$ cat src/rtl/uart_tx_drain_if.sv
// FIFO-drain and serial-line signals of uart_tx_drain, bundled as one interface.
// The master modport is the transmitter side and the slave modport is the FIFO/line side.
interface uart_tx_drain_if #(
  parameter int c_DATAWIDTH = 8
);
  logic                   i_fifo_empty;
  logic [c_DATAWIDTH-1:0] i_fifo_data;
  logic                   o_fifo_readen;
  logic                   o_tx;
  logic                   o_busy;

  modport master (
    input  i_fifo_empty,
    input  i_fifo_data,
    output o_fifo_readen,
    output o_tx,
    output o_busy
  );

  modport slave (
    output i_fifo_empty,
    output i_fifo_data,
    input  o_fifo_readen,
    input  o_tx,
    input  o_busy
  );
endinterface

$ cat src/rtl/uart_tx_drain.sv
// UART transmitter that pops characters from an upstream FIFO and serialises them.
// Frame: start, c_DATAWIDTH data bits LSB first, optional parity, stop.
module uart_tx_drain #(
  parameter int c_CLKS_PER_BIT = 104,
  parameter int c_DATAWIDTH    = 8,
  parameter int c_PARITY       = 0
) (
  input  logic           i_clock,
  input  logic           i_reset,
  uart_tx_drain_if.master bus
);

  localparam int CNT_W = (c_CLKS_PER_BIT > 1) ? $clog2(c_CLKS_PER_BIT) : 1;
  localparam int IDX_W = (c_DATAWIDTH > 1) ? $clog2(c_DATAWIDTH) : 1;

  localparam logic [CNT_W-1:0] CNT_LAST   = CNT_W'(c_CLKS_PER_BIT - 1);
  localparam logic [CNT_W-1:0] CNT_ZERO   = {CNT_W{1'b0}};
  localparam logic [CNT_W-1:0] CNT_ONE    = CNT_W'(1);
  localparam logic [IDX_W-1:0] IDX_LAST   = IDX_W'(c_DATAWIDTH - 1);
  localparam logic [IDX_W-1:0] IDX_ZERO   = {IDX_W{1'b0}};
  localparam logic [IDX_W-1:0] IDX_ONE    = IDX_W'(1);
  localparam logic             HAS_PARITY = (c_PARITY != 0) ? 1'b1 : 1'b0;

  localparam logic [2:0] ST_IDLE   = 3'd0;
  localparam logic [2:0] ST_START  = 3'd1;
  localparam logic [2:0] ST_DATA   = 3'd2;
  localparam logic [2:0] ST_PARITY = 3'd3;
  localparam logic [2:0] ST_STOP   = 3'd4;

  // Even parity is the XOR of the data bits; odd parity is its inverse.
  function automatic logic parity_bit(input logic [c_DATAWIDTH-1:0] data, input int mode);
    logic even;
    even = ^data;
    parity_bit = (mode == 2) ? ~even : even;
  endfunction

  logic [2:0]             state_r;
  logic [CNT_W-1:0]       cnt_r;
  logic [IDX_W-1:0]       idx_r;
  logic [c_DATAWIDTH-1:0] shift_r;
  logic                   parity_r;
  logic                   tx_r;
  logic                   busy_r;
  logic                   armed_r;

  logic [2:0]             state_s;
  logic [CNT_W-1:0]       cnt_s;
  logic [IDX_W-1:0]       idx_s;
  logic [c_DATAWIDTH-1:0] shift_s;
  logic [c_DATAWIDTH-1:0] shift_next_s;
  logic                   parity_s;
  logic                   tx_s;
  logic                   busy_s;
  logic                   pop_s;
  logic                   bit_end_s;

  // Pop strobe and bit-boundary decode; armed_r holds off the pop until a full cycle out of reset.
  always_comb begin
    pop_s        = (state_r == ST_IDLE) && armed_r && !i_reset && !bus.i_fifo_empty;
    bit_end_s    = (cnt_r == CNT_LAST);
    shift_next_s = shift_r >> 1;
  end

  // Next-state logic; tx_s is the line level for the cycle after the edge, so o_tx stays registered.
  always_comb begin
    state_s  = state_r;
    cnt_s    = cnt_r;
    idx_s    = idx_r;
    shift_s  = shift_r;
    parity_s = parity_r;
    tx_s     = tx_r;
    busy_s   = busy_r;
    case (state_r)
      ST_IDLE: begin
        cnt_s = CNT_ZERO;
        idx_s = IDX_ZERO;
        if (pop_s) begin
          state_s  = ST_START;
          shift_s  = bus.i_fifo_data;
          parity_s = parity_bit(bus.i_fifo_data, c_PARITY);
          tx_s     = 1'b0;
          busy_s   = 1'b1;
        end else begin
          state_s  = ST_IDLE;
          tx_s     = 1'b1;
          busy_s   = 1'b0;
        end
      end
      ST_START: begin
        if (bit_end_s) begin
          state_s = ST_DATA;
          cnt_s   = CNT_ZERO;
          tx_s    = shift_r[0];
        end else begin
          cnt_s   = cnt_r + CNT_ONE;
        end
      end
      ST_DATA: begin
        if (bit_end_s) begin
          cnt_s = CNT_ZERO;
          if (idx_r == IDX_LAST) begin
            idx_s = IDX_ZERO;
            if (HAS_PARITY) begin
              state_s = ST_PARITY;
              tx_s    = parity_r;
            end else begin
              state_s = ST_STOP;
              tx_s    = 1'b1;
            end
          end else begin
            idx_s   = idx_r + IDX_ONE;
            shift_s = shift_next_s;
            tx_s    = shift_next_s[0];
          end
        end else begin
          cnt_s = cnt_r + CNT_ONE;
        end
      end
      ST_PARITY: begin
        if (bit_end_s) begin
          state_s = ST_STOP;
          cnt_s   = CNT_ZERO;
          tx_s    = 1'b1;
        end else begin
          cnt_s   = cnt_r + CNT_ONE;
        end
      end
      ST_STOP: begin
        if (bit_end_s) begin
          state_s = ST_IDLE;
          cnt_s   = CNT_ZERO;
          tx_s    = 1'b1;
          busy_s  = 1'b0;
        end else begin
          cnt_s   = cnt_r + CNT_ONE;
        end
      end
      default: begin
        state_s  = ST_IDLE;
        cnt_s    = CNT_ZERO;
        idx_s    = IDX_ZERO;
        shift_s  = {c_DATAWIDTH{1'b0}};
        parity_s = 1'b0;
        tx_s     = 1'b1;
        busy_s   = 1'b0;
      end
    endcase
  end

  // State registers; reset forces the line idle-high at once and drops any frame in flight.
  always_ff @(posedge i_clock or posedge i_reset) begin
    if (i_reset) begin
      state_r  <= ST_IDLE;
      cnt_r    <= CNT_ZERO;
      idx_r    <= IDX_ZERO;
      shift_r  <= {c_DATAWIDTH{1'b0}};
      parity_r <= 1'b0;
      tx_r     <= 1'b1;
      busy_r   <= 1'b0;
      armed_r  <= 1'b0;
    end else begin
      state_r  <= state_s;
      cnt_r    <= cnt_s;
      idx_r    <= idx_s;
      shift_r  <= shift_s;
      parity_r <= parity_s;
      tx_r     <= tx_s;
      busy_r   <= busy_s;
      armed_r  <= 1'b1;
    end
  end

  assign bus.o_fifo_readen = pop_s;
  assign bus.o_tx          = tx_r;
  assign bus.o_busy        = busy_r;

endmodule

$ cat src/flat_wrapper.sv
// flat-port wrapper written by rule: the top's interface ports become plain ports
module uart_tx_drain_flat 
#(
  parameter int c_CLKS_PER_BIT = 104,
  parameter int c_DATAWIDTH    = 8,
  parameter int c_PARITY       = 0
)
  (i_clock, i_reset, bus_i_fifo_empty, bus_i_fifo_data, bus_o_fifo_readen, bus_o_tx, bus_o_busy);
  uart_tx_drain_if #(.c_DATAWIDTH(c_DATAWIDTH)) bus_i ();
  input  logic i_clock;
  input  logic i_reset;
  input wire logic [$bits(bus_i.i_fifo_empty)-1:0] bus_i_fifo_empty;
  input wire logic [$bits(bus_i.i_fifo_data)-1:0] bus_i_fifo_data;
  output wire logic [$bits(bus_i.o_fifo_readen)-1:0] bus_o_fifo_readen;
  output wire logic [$bits(bus_i.o_tx)-1:0] bus_o_tx;
  output wire logic [$bits(bus_i.o_busy)-1:0] bus_o_busy;
  assign bus_i.i_fifo_empty = bus_i_fifo_empty;
  assign bus_i.i_fifo_data = bus_i_fifo_data;
  assign bus_o_fifo_readen = bus_i.o_fifo_readen;
  assign bus_o_tx = bus_i.o_tx;
  assign bus_o_busy = bus_i.o_busy;
  uart_tx_drain #(.c_CLKS_PER_BIT(c_CLKS_PER_BIT), .c_DATAWIDTH(c_DATAWIDTH), .c_PARITY(c_PARITY)) u_core (.i_clock(i_clock), .i_reset(i_reset), .bus(bus_i));
endmodule
$ cat config.mk
export PLATFORM = sky130hd
export DESIGN_NAME = uart_tx_drain_flat
export DESIGN_NICKNAME = d
export VERILOG_FILES = /design/src/rtl/uart_tx_drain_if.sv /design/src/rtl/uart_tx_drain.sv /design/src/flat_wrapper.sv
export SDC_FILE = /design/constraint.sdc
export NUM_CORES = 1
export LEC_CHECK = 0
export CORE_ASPECT_RATIO = 1.75
export CORE_MARGIN = 1.5
export CORE_UTILIZATION = 54
export DETAILED_ROUTE_END_ITERATION = 10
export PLACE_DENSITY = 0.8
export RECOVER_POWER = 100
export SYNTH_ARGS = -nofsm -noshare
export SYNTH_HDL_FRONTEND = slang
export SYNTH_SLANG_ARGS = --single-unit
$ cat constraint.sdc
create_clock -name i_clock -period 4.5 [get_ports i_clock]
set_input_delay 0.9 -clock i_clock [delete_from_list [all_inputs] [get_ports i_clock]]
set_output_delay 0.9 -clock i_clock [all_outputs]
set_load 0.1 [all_outputs]
Yosys cells after proc, flatten, opt, wreduce, memory -nomap -nowiden:

Index checks and enable logic that the tools add are counted.

* word-level logic and storage cells: 65
* output and inout bits: 3
* register bits: 24

* reduce and logical (&&, ||, !) cells: 15
* equality and inequality tests: 14
* add/subtract/negate cells: 2
* muxes and demuxes: 25
* bitwise gates (word level): 2

Operators by type and width (number)
* 2-to-1 mux 8 bit: 3
* one-hot mux 8 bit (3 select lines): 1
* 2-to-1 mux 3 bit: 7
* one-hot mux 3 bit (5 select lines): 1
* 2-to-1 mux 7 bit: 2
* inequality test 2 x 1 -> 1 bit, second input constant: 6
* 2-to-1 mux 1 bit: 8
* adder 7 x 1 -> 7 bit, second input constant: 1
* equality test 7 bit, second input constant: 1
* equality test 3 x 2 -> 1 bit, second input constant: 2
* equality test 3 bit, second input constant: 2
* one-hot mux 3 bit (2 select lines): 1
* OR reduction 3 bit: 2
* AND reduction 5 bit: 1
* inequality test 2 bit, second input constant: 2
* one-hot mux 1 bit (4 select lines): 1
* AND reduction 2 bit: 2
* AND reduction 4 bit: 1
* OR reduction 4 bit: 1
* adder 3 x 1 -> 3 bit, second input constant: 1
* equality test 3 x 1 -> 1 bit, second input constant: 1
* logical AND 1 bit: 3
* logical NOT 3 bit: 1
* one-hot mux 1 bit (3 select lines): 1
* 4 further kinds: 6

Depth between registers and ports, before layout:

* word-level depth: 6
* gate-level depth with buffers: 6
* mapped depth without buffers: 6

Worst setup path before layout:

No wires, ideal clock.

* kind: input-to-output
* from: input i_reset
* to: output bus_o_fifo_readen
* required time: 3.600 ns
* stages on the path: 2
* data arrival time: 2.636 ns
* slack: 0.964 ns
* cells stage by stage: or3b_1 -> nor2_1

* cells in the longest elaborated chain, start to end: 3

Ends and longest elaborated chain
* start, declared: line flat_wrapper.sv:11 `input logic i_reset;`
* logical NOT 1 bit: line uart_tx_drain.sv:59 `pop_s = (state_r == ST_IDLE) && armed_r && !i_reset && !bus.i_fifo_empty;`
* logical AND 1 bit (2 in a row): line uart_tx_drain.sv:59
* end, declared: line flat_wrapper.sv:14 `output wire logic [$bits(bus_i.o_fifo_readen)-1:0] bus_o_fifo_readen;`

No other way between the ends.

Worst setup path in the final report:

Ends and elaborated chain as after synthesis.

==> summary.md <==
| Metric | Value |
|---|---|
| Status | `finished clean` |
| Worst Skew | `0.00526 ns` |
| Largest net degree at the start of global routing | `25` |
| Final WL | `2.40 mm` |
| Std cell rows | `23` |
| Initial cell density of the core | `0.564` |
| Die height | `67.5 um` |
| Most common cell after layout, fill and taps aside | `dfrtp_1` |
| Fin crit period | `about 3.3 ns` |
| Dpl hpwl | `about 1.8 mm` |
| Setup bufs post-CTS | `0` |
| # diodes | `0` |
| Num CTS Buffers | `3` |
| Flop pwr share | `0.515` |
| Max rail drop VDD | `between 300 and 400 uV` |
| Core Area | `between 2000 and 2500 um^2` |
| DP Worst Slack | `between 1 and 1.5 ns` |
| Total grt overflow | `0` |
| Synth Instances | `114` |
| Syn Area/Cell | `about 11 um^2` |
| Cts hold-fix bufs | `0` |
| Kind of critical path | `in -> out` |
| Rel. slew slack | `0.351` |
| Post-synthesis async set-or-reset flop share | `1.00` |
| Routed vias/inst | `6.04` |
| Nets | `142` |
| Worst path arrival time | `roughly 2.4 ns` |
| Longest Clk Path Bufs | `2` |
| Placed Cells | `148` |
| Startpoint type of the worst setup path | `primary input` |
| H-tree Lvls | `1` |
| Most frequent cells in the layout | `dfrtp_1 (23), nor2_1 (13), clkdlybuf4s50_1 (9), a22o_1 (7), mux2_1 (7)` |
| Switching Fraction | `0.183` |
| CP required | `3.60 ns` |
| Max Clk Rate | `306 MHz` |
| DR pass1 iterations | `6` |
| Pwr Density | `290 nW/um^2` |
| TritonCTS sink count | `24` |
| Unrepaired setup endpoints after global routing | `no` |
| CTS tree | `yes` |
| Comb pwr share | `0.032` |
| Final hold slack | `around 0.48 ns` |
| Global-route wire length before repair | `between 4 and 5 mm` |
| Fin. Hold Viols | `0` |
| Number of I/O port buffers | `13` |
| Area Growth Syn to Fin | `12.8%` |
| Final non-filler cell total | `152` |
| Post-DRT Antenna Nets | `0` |
| Vias | `~920` |
| Share of cells above drive strength 1 | `0.0866` |
| Vias in the first global route | `about 950` |
| Netlist Area Pre-Place | `1280 um^2` |
| GRT Total Usage | `0.226` |
| Worst Max-Slew Pin Slew | `0.971 ns` |
| I/O pin count | `14` |
| Yosys cell types | `38` |
| Endpoints failing setup | `0` |
| Post-synth EDFFs | `0` |
| Final Util | `0.636` |
| Number of synthesized register bits | `24` |
| Worst-Skew Late Latency | `0.27 ns` |
| Initial antenna violation count | `0` |
| Max Cap Viol | `0` |
| Wire per inst | `about 16 um` |
| Placer congestion estimate | `roughly 0.74` |
| Max-slew violation count | `0` |
| Pint | `about 0.34 mW` |
| Synth Warn # | `0` |
| Die Wd | `approximately 40 um` |
| Post-synthesis sequential area ratio | `0.469` |
| Worst min path class | `reg -> reg` |
| Crit path max fanout | `4` |
| DRT iter0 DRCs | `13` |
| Sw Pwr | `about 0.077 mW` |
| Clk pwr share | `0.453` |
| Clock transition at path regs | `0.09 ns` |
| Final Worst Setup Slack | `1.23 ns` |
| Die area | `approximately 2700 um^2` |
| Ys flop type | `dfrtp_1` |
| Crit. End Element | `primary output` |
| Fin Setup TNS | `0 ns` |
| Post-CTS Resized | `0` |
| Fin crit share | `0.727` |
| Clock root cell | `clkbuf_8` |
| Lkg Pwr | `between 0.6 and 0.7 nW` |
| DRC | `0` |
| Post-Syn Nets | `about 130` |
power by group through the flow:
stage | clock network (mW) | logic, mW | registers, mW
2_1_floorplan | 0 | 0.00396 | 0.220
3_3_place_gp | 0 | 0.0137 | 0.220
3_5_place_dp | 0 | 0.0142 | 0.220
4_1_cts | 0.192 | 0.0143 | 0.216
5_1_grt | 0.201 | 0.0155 | 0.216
6_report | 0.190 | 0.0135 | 0.216
final cells by class:
type / count / area, um^2
Clock buffer: 3 / 41.3
Clock inverter: 1 / 30.0
Fill cell: 200 / 827
Inverter: 6 / 22.5
Multi-Input combinational cell: 80 / 592
Sequential cell: 24 / 602
Tap cell: 25 / 31.3
Timing Repair Buffer: 13 / 128
layer usage:
layer / GRT usage / vias up / part of all wire
met2: 0.385 / 24 / 0.56
met1: 0.280 / 442 / 0.40
met5: 0 / - / 0
li1: - / 446 / -
met3: 0.0329 / 6 / 0.028
met4: 0.0776 / 0 / 0.018
critical path, cell delays in order:
cell	delay, ns
dlygate4sd3_1	0.55
or3b_1	0.45
nor2_1	0.15
buf_4	0.31
per-stage QoR:
stage	cell area, um^2	total power [mW]
3_3_place_gp	1410	0.234
4_1_cts	1480	0.422
6_report	1450	0.419
3_5_place_dp	1410	0.235
2_1_floorplan	1280	0.224
5_1_grt	1450	0.432
final timing paths:
check	start	endpoint	slack, ns	depth (start not counted)
worst min register to register	u_core.cnt_r[0]	u_core.cnt_r[0]	0.48	1
worst max register to register	u_core.state_r[0]	u_core.shift_r[6]	2.39	4
worst min-delay path	u_core.cnt_r[0]	u_core.cnt_r[0]	0.48	1
min in group asynchronous	i_reset	u_core.armed_r	1.28	2
worst max-delay path	i_reset	bus_o_fifo_readen	1.23	4
max in group asynchronous	i_reset	u_core.idx_r[0]	2.66	2
Yosys cell counts (2+ instances only):
cell type,n,area share
dfrtp_1,23,0.45
nor2_1,13,0.038
a22o_1,7,0.048
mux2_4,7,0.082
inv_1,6,0.018
nand3_1,5,0.020
o21ai_0,5,0.020
a21oi_1,4,0.016
a32oi_1,3,0.020
ha_1,3,0.029
nor2b_1,3,0.015
o2bb2ai_1,3,0.020
buf_6,2,0.018
o211ai_1,2,0.012
o22ai_1,2,0.0098
or3b_1,2,0.014
xnor2_1,2,0.014
xor2_1,2,0.014
registers in the layout, summed over array words and instances (netlist names):
name and count:
u_core.state_r 3, u_core.bus.o_tx 1, u_core.shift_r 8, u_core.armed_r 1, u_core.idx_r 3, u_core.bus.o_busy 1
u_core.cnt_r 7
logic make-up (layout without fill, tap and decap cells):
kind of cell | after synthesis | after routing | share of synthesized area
compound gates | 33 | 33 | 0.192
simple gates | 32 | 32 | 0.152
flops | 24 | 24 | 0.469
buf+inv | 10 | 23 | 0.0449
mux | 7 | 7 | 0.0820
xor+xnor | 4 | 4 | 0.0273
fa+ha+maj | 3 | 3 | 0.0293
other cells | 1 | 1 | 0.00292
No activity file was read; power rests on OpenSTA's default activity.
